$ cat src/rtl/hams_bram_stream_reader_if.sv
// Bundles the control, BRAM and stream signals of the BRAM stream reader.
// The master side is the reader; the slave side is the surrounding system.
`timescale 1ns/1ps
interface hams_bram_stream_reader_if #(
  parameter int DATA_DEPTH = 16,
  parameter int DATA_WIDTH = 8
);
  localparam int AW = $clog2(DATA_DEPTH);

  logic                  start;
  logic [AW-1:0]         base_addr;
  logic [AW:0]           len;
  logic                  busy;
  logic                  done;
  logic [AW-1:0]         bram_addr;
  logic                  bram_wr_en;
  logic [DATA_WIDTH-1:0] bram_rd_data;
  logic                  m_valid;
  logic                  m_ready;
  logic [DATA_WIDTH-1:0] m_data;
  logic                  m_last;

  modport master (
    input  start, base_addr, len, bram_rd_data, m_ready,
    output busy, done, bram_addr, bram_wr_en, m_valid, m_data, m_last
  );

  modport slave (
    output start, base_addr, len, bram_rd_data, m_ready,
    input  busy, done, bram_addr, bram_wr_en, m_valid, m_data, m_last
  );
endinterface

$ cat src/rtl/hams_bram_stream_reader.sv
// Reads a burst of words from a registered-output BRAM and streams them out
// through a valid/ready port, buffering returning data in a 2-entry FIFO.
//
// state | meaning
// ------+------------------------------------------------------------
// IDLE  | waiting for start; base_addr/len sampled here
// RUN   | issuing reads and streaming beats until the last is accepted
// DONE  | one-cycle completion pulse, then back to IDLE
`timescale 1ns/1ps
module hams_bram_stream_reader #(
  parameter int DATA_DEPTH = 16,
  parameter int DATA_WIDTH = 8
) (
  input logic clk,
  input logic rst_n,
  hams_bram_stream_reader_if.master bus
);
  localparam int AW = $clog2(DATA_DEPTH);
  localparam int LW = AW + 1;

  typedef enum logic [1:0] {S_IDLE, S_RUN, S_DONE} state_t;

  state_t                state_q, state_d;
  logic [AW-1:0]         base_q;
  logic [AW-1:0]         addr_q;
  logic [AW-1:0]         rd_addr;
  logic [LW-1:0]         len_q;
  logic [LW-1:0]         issued_q;
  logic [LW-1:0]         popped_q;
  logic                  inflight_q;
  logic [DATA_WIDTH-1:0] fifo_mem [2];
  logic                  rd_ptr_q;
  logic                  wr_ptr_q;
  logic [1:0]            fifo_cnt_q;
  logic [2:0]            occ;
  logic                  valid;
  logic                  pop;
  logic                  issue;
  logic                  start_ok;
  logic                  last_beat;

  // Handshake and read-issue decisions. A read is only issued when the FIFO
  // is guaranteed to have room for its data one cycle later.
  always_comb begin
    start_ok  = (state_q == S_IDLE) && bus.start;
    valid     = (fifo_cnt_q != 2'd0);
    pop       = valid && bus.m_ready;
    occ       = {1'b0, fifo_cnt_q} + {2'b00, inflight_q} - {2'b00, pop};
    issue     = (state_q == S_RUN) && (issued_q < len_q) && (occ < 3'd2);
    rd_addr   = base_q + issued_q[AW-1:0];
    last_beat = pop && (popped_q == len_q - LW'(1));
  end

  // State register.
  always_ff @(posedge clk) begin
    if (!rst_n) state_q <= S_IDLE;
    else        state_q <= state_d;
  end

  // Next-state logic.
  always_comb begin
    state_d = state_q;
    case (state_q)
      S_IDLE: if (bus.start) state_d = (bus.len == '0) ? S_DONE : S_RUN;
      S_RUN:  if (last_beat) state_d = S_DONE;
      S_DONE: state_d = S_IDLE;
      default: state_d = S_IDLE;
    endcase
  end

  // Outputs: status from the state, stream from the FIFO head, address held
  // between reads so the BRAM sees a stable value.
  always_comb begin
    bus.busy       = (state_q != S_IDLE);
    bus.done       = (state_q == S_DONE);
    bus.bram_wr_en = 1'b0;
    bus.bram_addr  = issue ? rd_addr : addr_q;
    bus.m_valid    = valid;
    bus.m_data     = fifo_mem[rd_ptr_q];
    bus.m_last     = valid && (popped_q == len_q - LW'(1));
  end

  // Burst bookkeeping, read tracking and the 2-entry FIFO.
  always_ff @(posedge clk) begin
    if (!rst_n) begin
      base_q      <= '0;
      addr_q      <= '0;
      len_q       <= '0;
      issued_q    <= '0;
      popped_q    <= '0;
      inflight_q  <= 1'b0;
      rd_ptr_q    <= 1'b0;
      wr_ptr_q    <= 1'b0;
      fifo_cnt_q  <= 2'd0;
      fifo_mem[0] <= '0;
      fifo_mem[1] <= '0;
    end else begin
      if (start_ok) begin
        base_q   <= bus.base_addr;
        len_q    <= bus.len;
        issued_q <= '0;
        popped_q <= '0;
      end
      if (issue) begin
        addr_q   <= rd_addr;
        issued_q <= issued_q + LW'(1);
      end
      // Read data lands one cycle after its address; only capture reads we
      // actually issued, so stale data after reset is dropped.
      inflight_q <= issue;
      if (inflight_q) begin
        fifo_mem[wr_ptr_q] <= bus.bram_rd_data;
        wr_ptr_q           <= ~wr_ptr_q;
      end
      if (pop) begin
        rd_ptr_q <= ~rd_ptr_q;
        popped_q <= popped_q + LW'(1);
      end
      fifo_cnt_q <= fifo_cnt_q + {1'b0, inflight_q} - {1'b0, pop};
    end
  end
endmodule

$ cat src/flat_wrapper.sv
// flat-port wrapper written by rule: the top's interface ports become plain ports
module hams_bram_stream_reader_flat 
#(
  parameter int DATA_DEPTH = 16,
  parameter int DATA_WIDTH = 8
)
  (clk, rst_n, bus_start, bus_base_addr, bus_len, bus_bram_rd_data, bus_m_ready, bus_busy, bus_done, bus_bram_addr, bus_bram_wr_en, bus_m_valid, bus_m_data, bus_m_last);
  hams_bram_stream_reader_if #(.DATA_DEPTH(DATA_DEPTH), .DATA_WIDTH(DATA_WIDTH)) bus_i ();
  input logic clk;
  input logic rst_n;
  input wire logic [$bits(bus_i.start)-1:0] bus_start;
  input wire logic [$bits(bus_i.base_addr)-1:0] bus_base_addr;
  input wire logic [$bits(bus_i.len)-1:0] bus_len;
  input wire logic [$bits(bus_i.bram_rd_data)-1:0] bus_bram_rd_data;
  input wire logic [$bits(bus_i.m_ready)-1:0] bus_m_ready;
  output wire logic [$bits(bus_i.busy)-1:0] bus_busy;
  output wire logic [$bits(bus_i.done)-1:0] bus_done;
  output wire logic [$bits(bus_i.bram_addr)-1:0] bus_bram_addr;
  output wire logic [$bits(bus_i.bram_wr_en)-1:0] bus_bram_wr_en;
  output wire logic [$bits(bus_i.m_valid)-1:0] bus_m_valid;
  output wire logic [$bits(bus_i.m_data)-1:0] bus_m_data;
  output wire logic [$bits(bus_i.m_last)-1:0] bus_m_last;
  assign bus_i.start = bus_start;
  assign bus_i.base_addr = bus_base_addr;
  assign bus_i.len = bus_len;
  assign bus_i.bram_rd_data = bus_bram_rd_data;
  assign bus_i.m_ready = bus_m_ready;
  assign bus_busy = bus_i.busy;
  assign bus_done = bus_i.done;
  assign bus_bram_addr = bus_i.bram_addr;
  assign bus_bram_wr_en = bus_i.bram_wr_en;
  assign bus_m_valid = bus_i.m_valid;
  assign bus_m_data = bus_i.m_data;
  assign bus_m_last = bus_i.m_last;
  hams_bram_stream_reader #(.DATA_DEPTH(DATA_DEPTH), .DATA_WIDTH(DATA_WIDTH)) u_core (.clk(clk), .rst_n(rst_n), .bus(bus_i));
endmodule
$ cat config.mk
export PLATFORM = sky130hd
export DESIGN_NAME = hams_bram_stream_reader_flat
export DESIGN_NICKNAME = d
export VERILOG_FILES = /design/src/rtl/hams_bram_stream_reader_if.sv /design/src/rtl/hams_bram_stream_reader.sv /design/src/flat_wrapper.sv
export SDC_FILE = /design/constraint.sdc
export NUM_CORES = 1
export LEC_CHECK = 0
export CAP_MARGIN = 10
export CORE_ASPECT_RATIO = 0.75
export CORE_MARGIN = 4
export CORE_UTILIZATION = 53
export DETAILED_ROUTE_END_ITERATION = 8
export GPL_ROUTABILITY_DRIVEN = 0
export HOLD_SLACK_MARGIN = 0.02
export PLACE_DENSITY = 0.76
export SLEW_MARGIN = 5
export SYNTH_ARGS = -nofsm -noshare
export SYNTH_HDL_FRONTEND = slang
export SYNTH_SLANG_ARGS = --single-unit
$ cat constraint.sdc
create_clock -name clk -period 4.3 [get_ports clk]
set_clock_uncertainty 0.1 [all_clocks]
set_input_delay 0.86 -clock clk [delete_from_list [all_inputs] [get_ports clk]]
set_output_delay 0.86 -clock clk [all_outputs]
set_load 0.05 [all_outputs]
==> flow_summary.html <==
<table>
<tr><th>Metric</th><th>Value</th></tr>
<tr><th colspan="2">Status</th></tr>
<tr><td>Outcome</td><td>finished clean</td></tr>
<tr><th colspan="2">Synth</th></tr>
<tr><td>Synth cell types</td><td>48</td></tr>
<tr><td>Most used flip-flop cell after synthesis</td><td>dfxtp_1</td></tr>
<tr><td>Post-synthesis average cell area</td><td>9.91 um^2</td></tr>
<tr><td>Post-synthesis instance area</td><td>2450 um^2</td></tr>
<tr><td>Cell count after synthesis</td><td>247</td></tr>
<tr><td>Yosys warns</td><td>0</td></tr>
<tr><td>FF+latch count, synth</td><td>47</td></tr>
<tr><td>Net count of the mapped netlist</td><td>281</td></tr>
<tr><td>Share of synthesized registers carrying an async set or reset</td><td>0%</td></tr>
<tr><td>Sequential cell area fraction in the yosys report</td><td>45.0%</td></tr>
<tr><td>Area fraction of the dominant cell type after synthesis</td><td>25.3%</td></tr>
<tr><td>Cell types with the largest area share after synthesis</td><td>dfxtp_1 (25%), edfxtp_1 (20%), and2_1 (6.6%), ha_1 (5.6%), mux2_2 (4.6%)</td></tr>
<tr><td>Number of synthesized flops with an enable pin</td><td>16</td></tr>
<tr><td>Cell type with the highest aggregate area in the netlist</td><td>dfxtp_1</td></tr>
<tr><th colspan="2">Global route</th></tr>
<tr><td>Largest net degree at the start of global routing</td><td>38</td></tr>
<tr><td>Overall global routing resource usage</td><td>17.3%</td></tr>
<tr><td>Vias in the first global route</td><td>1711</td></tr>
<tr><td>Wire length of the first global-routing pass</td><td>7670 um</td></tr>
<tr><td>Global route overflow</td><td>0</td></tr>
<tr><td>Initial antenna violation count</td><td>0</td></tr>
<tr><th colspan="2">Routing</th></tr>
<tr><td>Final antenna-violating net count</td><td>0</td></tr>
<tr><td>Routed length per instance</td><td>14.0 um</td></tr>
<tr><td>Total iterations of the first detailed-routing run</td><td>4</td></tr>
<tr><td>Via count of the routed design</td><td>1808</td></tr>
<tr><td>Drt first-iter violations</td><td>37</td></tr>
<tr><td>Number of design rule violations left after detail routing</td><td>0</td></tr>
<tr><td>Total Routed Length</td><td>4810 um</td></tr>
<tr><td>Average vias per placed instance</td><td>5.24</td></tr>
<tr><th colspan="2">Final layout</th></tr>
<tr><td>Fill cells</td><td>369</td></tr>
<tr><td>Area of all sequential standard cells</td><td>1100 um^2</td></tr>
<tr><td>Layout Area Growth over Synthesis</td><td>24.0%</td></tr>
<tr><td>Area of combinational cells with multiple inputs</td><td>1280 um^2</td></tr>
<tr><td>Post-layout utilization of the core</td><td>68.0%</td></tr>
<tr><td>Fraction of layout instances using a drive strength above 1</td><td>13.2%</td></tr>
<tr><td>Most frequent cells in the layout</td><td>dfxtp_1 (31), clkdlybuf4s50_1 (31), nand2_1 (29), and2_1 (26), edfxtp_1 (16)</td></tr>
<tr><td>Number of cells in the finished layout apart from fillers</td><td>345</td></tr>
<tr><td>Number of antenna diodes</td><td>0</td></tr>
<tr><td>Net count, final</td><td>321</td></tr>
<tr><th colspan="2">Pwr</th></tr>
<tr><td>Maximum resistive drop on vdd</td><td>0.256 mV</td></tr>
<tr><td>Power after layout</td><td>1.28 mW</td></tr>
<tr><td>P per Cell Area</td><td>422 nW/um^2</td></tr>
<tr><td>Total leakage power</td><td>1.20 nW</td></tr>
<tr><th colspan="2">Placement</th></tr>
<tr><td>DP HPWL</td><td>3640 um</td></tr>
<tr><td>Quantity of I/O buffers inserted on ports</td><td>36</td></tr>
<tr><td>Placed Cells</td><td>336</td></tr>
<tr><td>Worst Setup Slack post-DPL</td><td>-212 ps</td></tr>
<tr><th colspan="2">Worst hold path</th></tr>
<tr><td>Startpoint of the worst hold path</td><td>u_core.base_q[0]</td></tr>
<tr><td>Hold Crit Endpoint</td><td>u_core.base_q[0]</td></tr>
<tr><td>Cell depth of the worst hold path</td><td>2</td></tr>
<tr><td>Class of the tightest hold or removal check</td><td>reg -&gt; reg</td></tr>
<tr><th colspan="2">Floorplan</th></tr>
<tr><td>Die Span X</td><td>86.5 um</td></tr>
<tr><td>Area inside the core boundary</td><td>4470 um^2</td></tr>
<tr><td>Placement row count</td><td>21</td></tr>
<tr><td>Top-Level Pins</td><td>38</td></tr>
<tr><td>Initial Utilization</td><td>54.8%</td></tr>
<tr><td>DIE HEIGHT</td><td>66.9 um</td></tr>
<tr><td>Area of the die</td><td>5780 um^2</td></tr>
<tr><th colspan="2">Timing</th></tr>
<tr><td>Minimum clock period</td><td>4100 ps</td></tr>
<tr><td>Setup repair after global routing missed its margin</td><td>no</td></tr>
<tr><td>Peak Freq</td><td>244 MHz</td></tr>
<tr><td>Hold Vio Cnt, Final</td><td>0</td></tr>
<tr><td>Portion of the clock cycle consumed by the worst path in the final layout</td><td>95.4%</td></tr>
<tr><td>Total of endpoints with negative setup slack in the final report</td><td>0</td></tr>
<tr><td>Slew Limit Headroom</td><td>66.3%</td></tr>
<tr><td>PnR worst setup slack</td><td>198 ps</td></tr>
<tr><td>Final TNS setup</td><td>0 ps</td></tr>
<tr><td>Number of max-slew violations in the final report</td><td>0</td></tr>
<tr><td>Transition time at the pin with the least slew margin</td><td>504 ps</td></tr>
<tr><th colspan="2">Setup path</th></tr>
<tr><td>Startpoint kind of the worst setup timing path</td><td>input pin</td></tr>
<tr><td>Worst R2R Path Depth</td><td>12</td></tr>
<tr><td>Number of buffers and inverters on the critical path</td><td>3</td></tr>
<tr><td>CP max FO</td><td>5</td></tr>
<tr><td>Required arrival time at the worst endpoint</td><td>3340 ps</td></tr>
<tr><td>R2r startpoint</td><td>u_core.fifo_cnt_q[1]</td></tr>
<tr><td>Cell type of the slowest stage on the worst timing path</td><td>fa_1</td></tr>
<tr><td>Cell type group with the largest total delay on the critical path</td><td>adder cells</td></tr>
<tr><td>Type of destination of the critical path</td><td>primary output</td></tr>
<tr><td>Reg-to-reg endpoint</td><td>u_core.issued_q[2]</td></tr>
<tr><td>Worst path max stage delay</td><td>520 ps</td></tr>
<tr><td>Worst Path Arrival</td><td>3140 ps</td></tr>
<tr><td>Cell-by-cell listing of the critical path</td><td>clkbuf_2 &gt; o21a_1 &gt; xnor2_2 &gt; ha_2 &gt; inv_1 &gt; fa_1 &gt; and4bb_1 &gt; nand3_2 &gt; a31oi_4 &gt; mux2_4 &gt; buf_8</td></tr>
<tr><td>Reg-to-reg setup timing slack</td><td>1330 ps</td></tr>
<tr><td>Critical Setup Path Class</td><td>in -&gt; out</td></tr>
<tr><th colspan="2">Run</th></tr>
<tr><td>Max-Cap Viols</td><td>0</td></tr>
<tr><th colspan="2">Clock tree</th></tr>
<tr><td>Number of buffers added by the clock tree synthesis step</td><td>5</td></tr>
<tr><td>Sink count of the clock tree</td><td>47</td></tr>
<tr><td>Clk pin slew, worst setup/hold paths</td><td>90 ps</td></tr>
<tr><td>Master cell of the clock root buffer</td><td>clkbuf_8</td></tr>
<tr><td>Clock tree from TritonCTS</td><td>built</td></tr>
<tr><td>Clock latency reported for the late side of the worst-skew pair</td><td>300 ps</td></tr>
<tr><td>Max H-tree Level</td><td>2</td></tr>
<tr><td>Clock Tree Buf Depth</td><td>2</td></tr>
</table>
## stage by stage
step | hold slack, ps | instance area, um^2
3_5_place_dp | 370 | 2880
5_1_grt | 422 | 3040
6_report | 379 | 3040
2_1_floorplan | 343 | 2450
3_3_place_gp | 363 | 2880
4_1_cts | 383 | 3020
## layout make-up
cell class	instances	area share, %
Inverter	12	1.48
Clock inverter	1	0.989
Clock buffer	7	2.51
Tap cell	57	2.35
Multi-Input combinational cell	178	42.3
Sequential cell	47	36.3
Timing Repair Buffer	43	14.1
## worst min-delay path: cells and delay by family, from the launching register on
kind	cells	cell delay (ps)
flip-flops	1	320
AND/OR/NAND/NOR	1	50
AO/OA/AOI/OAI	1	70
## state kept, by name, summed over array words and instances, names as in the netlist, named ones only
register	cells
u_core.issued_q	5
u_core.addr_q	4
u_core.fifo_mem	16
u_core.base_q	4
u_core.popped_q	5
u_core.rd_ptr_q	1
u_core.len_q	5
u_core.inflight_q	1
u_core.state_q	2
u_core.fifo_cnt_q	2
u_core.wr_ptr_q	1
## Yosys cell counts (2+ instances only)
cell type,number
inv_1,12
nor2_1,9
edfxtp_1,16
nand2b_1,2
nor3b_1,3
a21o_1,2
nand3_1,5
fa_1,2
and3_1,2
a21boi_0,9
clkbuf_1,7
o21ai_0,14
dfxtp_1,31
ha_1,11
and2_1,26
a21oi_1,7
mux2_2,10
xor2_1,5
xnor2_1,8
nand2_1,29
nor2b_1,10
## power by group
group / switching, mW / leakage, nW / internal, mW
clock network: 0.145 / 0.0524 / 0.174
registers: 0.0401 / 0.418 / 0.498
logic: 0.234 / 0.730 / 0.191
## how the worst max path moves through the flow
stage	start	end	slack, ps	cells after the start
floorplan	bus_m_ready	bus_bram_addr[1]	190	11
global placement	bus_m_ready	bus_bram_addr[0]	-120	11
detailed placement	bus_m_ready	bus_bram_addr[0]	-210	11
CTS	bus_m_ready	bus_bram_addr[0]	10	11
global route	bus_m_ready	bus_bram_addr[3]	70	11
finish	bus_m_ready	bus_bram_addr[3]	200	11
## cells by family after synthesis
kind of cell	synth area share (%)
compound gates	11.7
xor+xnor	4.65
flops	45.0
simple gates	21.8
fa+ha+maj	7.26
buf+inv	3.88
mux	5.62
other cells	0.153
## repair_timing
action	4_1_cts	5_1_grt
pin swaps	2	2
hold endpoints to repair	0	0
setup buffers	0	1
endpoints found under the setup margin	4	4
hold buffers	0	0
gates resized for setup	9	4
## per-layer routing
metal / vias up / wire length (um) / GRT usage (%)
met5: - / 0 / 0
met4: 0 / 31 / 4.28
met3: 5 / 258 / 4.08
met2: 39 / 2290 / 29.4
met1: 849 / 2230 / 22.2
li1: 915 / - / -
Power figures use the tool's default switching activity.
